### src/rtl/l2cache_ctrl_nway.sv
// N-way set-associative write-back L2 cache controller with tree-PLRU replacement.
// Keeps tag/valid/dirty/PLRU metadata locally; the line data array is external.
`timescale 1ns/1ps
module l2cache_ctrl_nway #(
  parameter int WAYS     = 4,
  parameter int SETS     = 16,
  parameter int ADDR_W   = 32,
  parameter int OFFSET_W = 5,
  parameter int CNT_W    = 32,
  localparam int WAY_W   = $clog2(WAYS),
  localparam int IDX_W   = $clog2(SETS),
  localparam int TAG_W   = ADDR_W - IDX_W - OFFSET_W
) (
  input  logic              clk,
  input  logic              rst,
  input  logic [ADDR_W-1:0] mem_addr,
  input  logic              mem_read,
  input  logic              mem_write,
  output logic              mem_resp,
  output logic [ADDR_W-1:0] pmem_addr,
  output logic              pmem_read,
  output logic              pmem_write,
  input  logic              pmem_resp,
  output logic [WAY_W-1:0]  data_way,
  output logic              data_load,
  output logic              data_write,
  output logic              busy,
  output logic [CNT_W-1:0]  hit_count,
  output logic [CNT_W-1:0]  miss_count,
  output logic [CNT_W-1:0]  wb_count
);

  typedef enum logic [1:0] {IDLE, WB, FILL, RESP} state_t;
  state_t state_reg, state_next;

  logic [WAYS-1:0]  valid_reg [SETS];
  logic [WAYS-1:0]  dirty_reg [SETS];
  logic [TAG_W-1:0] tag_arr   [SETS][WAYS];
  logic [WAYS-2:0]  plru_reg  [SETS];

  logic [IDX_W-1:0] idx_reg;
  logic [TAG_W-1:0] miss_tag_reg;
  logic             wr_reg;
  logic [WAY_W-1:0] victim_reg;
  logic [CNT_W-1:0] hit_count_reg, miss_count_reg, wb_count_reg;

  logic             req;
  logic [TAG_W-1:0] req_tag;
  logic [IDX_W-1:0] req_idx;
  logic [WAYS-1:0]  hit_vec, inval_vec;
  logic             hit;
  logic [WAY_W-1:0] hit_way, inval_way, victim_sel;
  logic             unused_offset;

  assign req           = mem_read | mem_write;
  assign req_tag       = mem_addr[ADDR_W-1 -: TAG_W];
  assign req_idx       = mem_addr[OFFSET_W +: IDX_W];
  assign unused_offset = ^mem_addr[OFFSET_W-1:0];

  generate
    for (genvar gi = 0; gi < WAYS; gi++) begin : g_way
      assign hit_vec[gi]   = valid_reg[req_idx][gi] && (tag_arr[req_idx][gi] == req_tag);
      assign inval_vec[gi] = ~valid_reg[req_idx][gi];
    end
  endgenerate

  // Node index is kept WAY_W wide; the tree is padded by one bit so every index is in range.
  function automatic logic [WAYS-2:0] plru_touch(input logic [WAYS-2:0] t,
                                                 input logic [WAY_W-1:0] w);
    logic [WAYS-1:0]  tp;
    logic [WAY_W-1:0] n;
    tp = {1'b0, t};
    n  = '0;
    for (int l = 0; l < WAY_W; l++) begin
      tp[n] = w[WAY_W-1-l];
      n     = (n << 1) + WAY_W'(1) + WAY_W'(w[WAY_W-1-l]);
    end
    return tp[WAYS-2:0];
  endfunction

  function automatic logic [WAY_W-1:0] plru_victim(input logic [WAYS-2:0] t);
    logic [WAYS-1:0]  tp;
    logic [WAY_W-1:0] n, w;
    logic             d;
    tp = {1'b0, t};
    n  = '0;
    w  = '0;
    for (int l = 0; l < WAY_W; l++) begin
      d            = ~tp[n];
      w[WAY_W-1-l] = d;
      n            = (n << 1) + WAY_W'(1) + WAY_W'(d);
    end
    return w;
  endfunction

  function automatic logic [CNT_W-1:0] sat_inc(input logic [CNT_W-1:0] c);
    return (&c) ? c : c + 1'b1;
  endfunction

  always_comb begin
    hit       = |hit_vec;
    hit_way   = '0;
    inval_way = '0;
    for (int i = WAYS - 1; i >= 0; i--) begin
      if (hit_vec[i])   hit_way   = WAY_W'(i);
      if (inval_vec[i]) inval_way = WAY_W'(i);
    end
    victim_sel = (|inval_vec) ? inval_way : plru_victim(plru_reg[req_idx]);
  end

  always_ff @(posedge clk) begin
    if (rst) state_reg <= IDLE;
    else     state_reg <= state_next;
  end

  always_comb begin
    state_next = state_reg;
    mem_resp   = 1'b0;
    pmem_addr  = '0;
    pmem_read  = 1'b0;
    pmem_write = 1'b0;
    data_way   = '0;
    data_load  = 1'b0;
    data_write = 1'b0;
    case (state_reg)
      IDLE: begin
        if (req) begin
          if (hit) begin
            mem_resp   = 1'b1;
            data_way   = hit_way;
            data_write = mem_write;
          end else if (valid_reg[req_idx][victim_sel] && dirty_reg[req_idx][victim_sel]) begin
            state_next = WB;
          end else begin
            state_next = FILL;
          end
        end
      end
      WB: begin
        pmem_write = 1'b1;
        pmem_addr  = {tag_arr[idx_reg][victim_reg], idx_reg, {OFFSET_W{1'b0}}};
        data_way   = victim_reg;
        if (pmem_resp) state_next = FILL;
      end
      FILL: begin
        pmem_read = 1'b1;
        pmem_addr = {miss_tag_reg, idx_reg, {OFFSET_W{1'b0}}};
        data_way  = victim_reg;
        if (pmem_resp) begin
          data_load  = 1'b1;
          state_next = RESP;
        end
      end
      RESP: begin
        mem_resp   = 1'b1;
        data_way   = victim_reg;
        data_write = wr_reg;
        state_next = IDLE;
      end
      default: state_next = IDLE;
    endcase
  end

  // Miss context is latched so a dropped request still completes consistently.
  always_ff @(posedge clk) begin
    if (rst) begin
      for (int s = 0; s < SETS; s++) begin
        valid_reg[s] <= '0;
        dirty_reg[s] <= '0;
        plru_reg[s]  <= '0;
      end
      idx_reg        <= '0;
      miss_tag_reg   <= '0;
      wr_reg         <= 1'b0;
      victim_reg     <= '0;
      hit_count_reg  <= '0;
      miss_count_reg <= '0;
      wb_count_reg   <= '0;
    end else begin
      case (state_reg)
        IDLE: begin
          if (req && hit) begin
            plru_reg[req_idx] <= plru_touch(plru_reg[req_idx], hit_way);
            if (mem_write) dirty_reg[req_idx][hit_way] <= 1'b1;
            hit_count_reg <= sat_inc(hit_count_reg);
          end else if (req) begin
            miss_count_reg <= sat_inc(miss_count_reg);
            idx_reg        <= req_idx;
            miss_tag_reg   <= req_tag;
            wr_reg         <= mem_write;
            victim_reg     <= victim_sel;
          end
        end
        WB: begin
          if (pmem_resp) begin
            dirty_reg[idx_reg][victim_reg] <= 1'b0;
            wb_count_reg <= sat_inc(wb_count_reg);
          end
        end
        FILL: begin
          if (pmem_resp) begin
            tag_arr[idx_reg][victim_reg]   <= miss_tag_reg;
            valid_reg[idx_reg][victim_reg] <= 1'b1;
            dirty_reg[idx_reg][victim_reg] <= 1'b0;
          end
        end
        RESP: begin
          if (wr_reg) dirty_reg[idx_reg][victim_reg] <= 1'b1;
          plru_reg[idx_reg] <= plru_touch(plru_reg[idx_reg], victim_reg);
        end
        default: ;
      endcase
    end
  end

  assign busy       = (state_reg != IDLE);
  assign hit_count  = hit_count_reg;
  assign miss_count = miss_count_reg;
  assign wb_count   = wb_count_reg;

endmodule

### config.mk
export PLATFORM = sky130hd
export DESIGN_NAME = l2cache_ctrl_nway
export DESIGN_NICKNAME = d
export VERILOG_FILES = /design/src/rtl/l2cache_ctrl_nway.sv
export SDC_FILE = /design/constraint.sdc
export NUM_CORES = 2
export LEC_CHECK = 0
export ABC_CLOCK_PERIOD_IN_PS = 6600
export BUFFER_PORTS_ARGS = -buffer_cell sky130_fd_sc_hd__buf_4
export CAP_MARGIN = 20
export CORE_ASPECT_RATIO = 2
export CORE_MARGIN = 2
export CORE_UTILIZATION = 35
export CTS_CLUSTER_SIZE = 10
export DETAILED_ROUTE_END_ITERATION = 8
export PLACE_DENSITY = 0.53
export SLEW_MARGIN = 25
export SYNTH_ARGS = -nofsm -noshare
export SYNTH_HDL_FRONTEND = slang
export SYNTH_SLANG_ARGS = --single-unit
### constraint.sdc
create_clock -name clk -period 6.6 [get_ports clk]
set_clock_uncertainty 0.15 [all_clocks]
set_input_delay 1.65 -clock clk [delete_from_list [all_inputs] [get_ports clk]]
set_output_delay 1.65 -clock clk [all_outputs]
set_load 0.1 [all_outputs]
==> results.sh <==
export IMPL_status="complete, but fails checks"
export IMPL_violations="negative setup slack"
export IMPL_hpwl_um=241000
export IMPL_dr_pass1_iters=6
export IMPL_die_area_mm2=0.250
export IMPL_wl_per_cell_um=37.3
export IMPL_clkLatencyLatePin_ns=0.88
export IMPL_crit_path_start_kind="input pin"
export IMPL_vias=55301
export IMPL_p_int_uw=21100
export IMPL_p_sw_uw=9050
export IMPL_avgSynthCellArea_um2=17.1
export IMPL_gp_congestion=0.942
export IMPL_grt_max_degree=84
export IMPL_die_x_um=355
export IMPL_maxSlewHeadroom_pct=26.3
export IMPL_p_per_area_mw_per_mm2=293
export IMPL_cts_buffers=204
export IMPL_grt_pass1_vias=57119
export IMPL_setup_viol=4
export IMPL_path_clk_slew_ns=0.05
export IMPL_crit_fanout=14
export IMPL_finalSetupTns_ns=-2.03
export IMPL_fillCellCount=21933
export IMPL_antenna_found_initial=32
export IMPL_rsz0062_at_grt="true"
export IMPL_clock_sinks=1780
export IMPL_drv_slew=0
export IMPL_seq_area_frac_synth_pct=59.7
export IMPL_critPathKind="input pin to primary output"
export IMPL_postRouteAntennaNets=0
export IMPL_grt_pass1_wl_um=460000
export IMPL_grtUsageTotal_pct=26.7
export IMPL_fp_dieH_um=706
export IMPL_total_power_uw=30200
export IMPL_largest_reg_flops=1472
export IMPL_ios=173
export IMPL_grt_overflow_total=0
export IMPL_worst_slew_pin_slew_ns=1.10
export IMPL_leakage_uw=0.0346
export IMPL_fin_crit_ns=7.17
export IMPL_clock_root_buffer="clkbuf_16"
export IMPL_yosysWarnings=0
export IMPL_required_ns=4.80
export IMPL_fp_coreArea_mm2=0.245
export IMPL_hp_class="flip-flop to flip-flop"
export IMPL_dpl_cell_count=8725
export IMPL_rows=257
export IMPL_start_util_pct=35.2
export IMPL_fin_nets=5788
export IMPL_ys_ff_latch=1780
export IMPL_synth_flop_cell="edfxtp_1"
export IMPL_vdd_drop_max_uv=262
export IMPL_postCtsHoldBufs=0
export IMPL_viasPerCell=6.07
export IMPL_hold_path_cell_count=1
export IMPL_power_frac_comb_pct=22.8
export IMPL_areaGrowthSynthToFinish_pct=19.5
export IMPL_drc=0
export IMPL_netlist_instances=5051
export IMPL_clk_path_buf_depth=4
export IMPL_rr_worst_depth=13
export IMPL_switching_share_pct=30.0
export IMPL_end_kind="primary output"
export IMPL_p_seq_share_pct=43.4
export IMPL_max_freq_ghz=0.139
export IMPL_portBuffers=162
export IMPL_instances_no_fill=9111
export IMPL_postRouteWirelength_um=340000
export IMPL_fin_ws_ns=-0.570
export IMPL_crit_arrival_ns=5.37
export IMPL_clkPwrFrac_pct=33.8
export IMPL_h_tree_depth=4
export IMPL_drv_cap=0
export IMPL_ys_types=97
export IMPL_syn_area_mm2=0.0862
export IMPL_drive_above_1_share_pct=37.8
export IMPL_min_period_over_period_pct=109
export IMPL_synth_edf_count=1584
export IMPL_postSynth_asyncResetShare_pct=0
export IMPL_tritoncts="yes"
export IMPL_drt_iter0_drc=5636
export IMPL_hold_viol=0
==> worst max-delay path, cell delays in order <==
cell and delay [ns]:
buf_16 0.15, buf_16 0.17, buf_4 0.17, buf_6 0.16
nor2b_4 0.15, buf_4 0.16, buf_4 0.17, a221oi_1 0.32
xor2_1 0.70, nor4_2 0.09, o21ai_0 0.33, nor4_4 0.08
nand2b_4 0.17, or4b_4 0.55, o21ai_4 0.09, buf_12 0.19
==> placed cells by master (no fill, tap or decap), types with 27 or more instances in the layout <==
| cell | n |
|---|---|
| nor2_1 | 232 |
| xnor2_1 | 91 |
| a21oi_1 | 49 |
| clkbuf_16 | 208 |
| mux2_2 | 57 |
| and3_1 | 27 |
| edfxtp_1 | 1584 |
| o31ai_1 | 36 |
| o21ai_0 | 45 |
| mux2i_1 | 297 |
| buf_12 | 84 |
| nor4_1 | 62 |
| nand4_1 | 30 |
| diode_2 | 28 |
| nand2_1 | 224 |
| nand3_1 | 66 |
| dfxtp_1 | 168 |
| nor2b_1 | 65 |
| a22oi_1 | 77 |
| xor2_1 | 47 |
| a21o_1 | 87 |
| buf_4 | 751 |
| mux4_2 | 820 |
| inv_1 | 28 |
| nor2_4 | 67 |
| clkbuf_1 | 98 |
==> metal layers <==
metal / wire [µm] / part of all wire, % / track usage, % / vias up
met3: 19700 / 5.8 / 3.96 / 1019
met2: 178000 / 52 / 48.1 / 2677
met5: 90 / 0.027 / 0 / -
met4: 36400 / 11 / 23.9 / 16
li1: - / - / - / 22196
met1: 106000 / 31 / 26.2 / 29393
==> power by group through the flow <==
stage	Clock (µW)	Sequential [µW]	Combinational (µW)
floorplan	0	13500	3570
global placement	0	13300	6640
detailed placement	0	13300	6700
CTS	10400	13100	6760
global route	10700	13100	7020
finish	10200	13100	6870
==> worst paths after layout <==
path	startpoint	to	slack, ns
max	mem_addr[5]	data_way[1]	-0.57
min reg2reg	valid_reg[10][2]	valid_reg[10][2]	0.30
max reg2reg	tag_arr[9][4]	plru_reg[15][2]	2.20
min	valid_reg[10][2]	valid_reg[10][2]	0.30
==> kinds of logic (layout without fill, tap and decap cells) <==
group,count (synthesis),count (layout),share of synthesized area (%)
AND/OR/NAND/NOR,980,980,5.74
flip-flops,1780,1780,59.7
other,1,33,0.00435
XOR/XNOR,151,151,1.53
adder cells (fa/ha/maj),8,8,0.116
AO/OA/AOI/OAI,504,504,4.26
multiplexers,1195,1195,25.9
buffers and inverters,432,1223,2.73
==> cell usage after synthesis, types with 10 or more instances <==
library cell  instances  share of area (%)
a22oi_1              79               0.69
clkbuf_1            180               0.78
nor4_1               69               0.50
nand2_1             226               0.98
xor2_1               51               0.52
or2_2                16               0.12
nor2_1              300                1.3
o21ai_1              14              0.081
nor4_2               15               0.22
dfxtp_1             196                4.6
o22ai_1              23               0.17
and3_1               27               0.20
a221oi_1             26               0.26
o21a_1               12               0.10
or3_1                17               0.12
a211oi_1             11              0.096
buf_1                50               0.22
a22o_1               14               0.14
inv_1                29               0.13
a21oi_1              51               0.30
mux4_2              820                 21
buf_2                63               0.37
nand4_1              30               0.22
buf_6                47               0.61
mux2_2               57               0.74
a21o_1               88               0.77
xnor2_1             100                1.0
o31ai_1              36               0.31
o21ai_0              48               0.28
nand2b_1             10              0.073
edfxtp_1           1584                 55
buf_4                45               0.39
mux2_1               12               0.16
and2_1               26               0.19
a31oi_1              14               0.10
mux2i_1             306                3.6
nor3_1               30               0.17
nand3_1              71               0.41
or4_1                27               0.24
o41ai_1              15               0.15
o311ai_1             10               0.10
nor2b_1              68               0.49
==> timing repair <==
action	4_1_cts	5_1_grt
pin swaps	11	23
buffers inserted	15	31
gates cloned	3	3
gates resized for setup	90	85
setup endpoints to repair	4	4
==> metrics by stage <==
| stage | utilization [%] | hold WS, ns | cell area, µm² | setup slack, ns |
|---|---|---|---|---|
| after floorplan | - | 0.271 | 86400 | -0.147 |
| after global placement | 39.1 | 0.277 | 95800 | -1.37 |
| after detailed placement | 39.1 | 0.289 | 95900 | -1.41 |
| after CTS | 41.7 | 0.301 | 102000 | -0.567 |
| after global routing | 42.0 | 0.313 | 103000 | -0.574 |
| final | 42.0 | 0.299 | 103000 | -0.570 |
==> area by class of cell <==
| class | count | area, µm² | area share (%) |
|---|---|---|---|
| multi-input cells | 2843 | 33500 | 32.5 |
| diodes | 28 | 70.1 | 0.0680 |
| clock inverters | 4 | 75.1 | 0.0729 |
| flip-flops and latches | 1780 | 51500 | 50.0 |
| clock buffers | 305 | 5530 | 5.36 |
| repair buffers | 879 | 8080 | 7.85 |
| well taps | 3237 | 4050 | 3.93 |
| inverters | 35 | 136 | 0.132 |
Power figures use the tool's default switching activity.
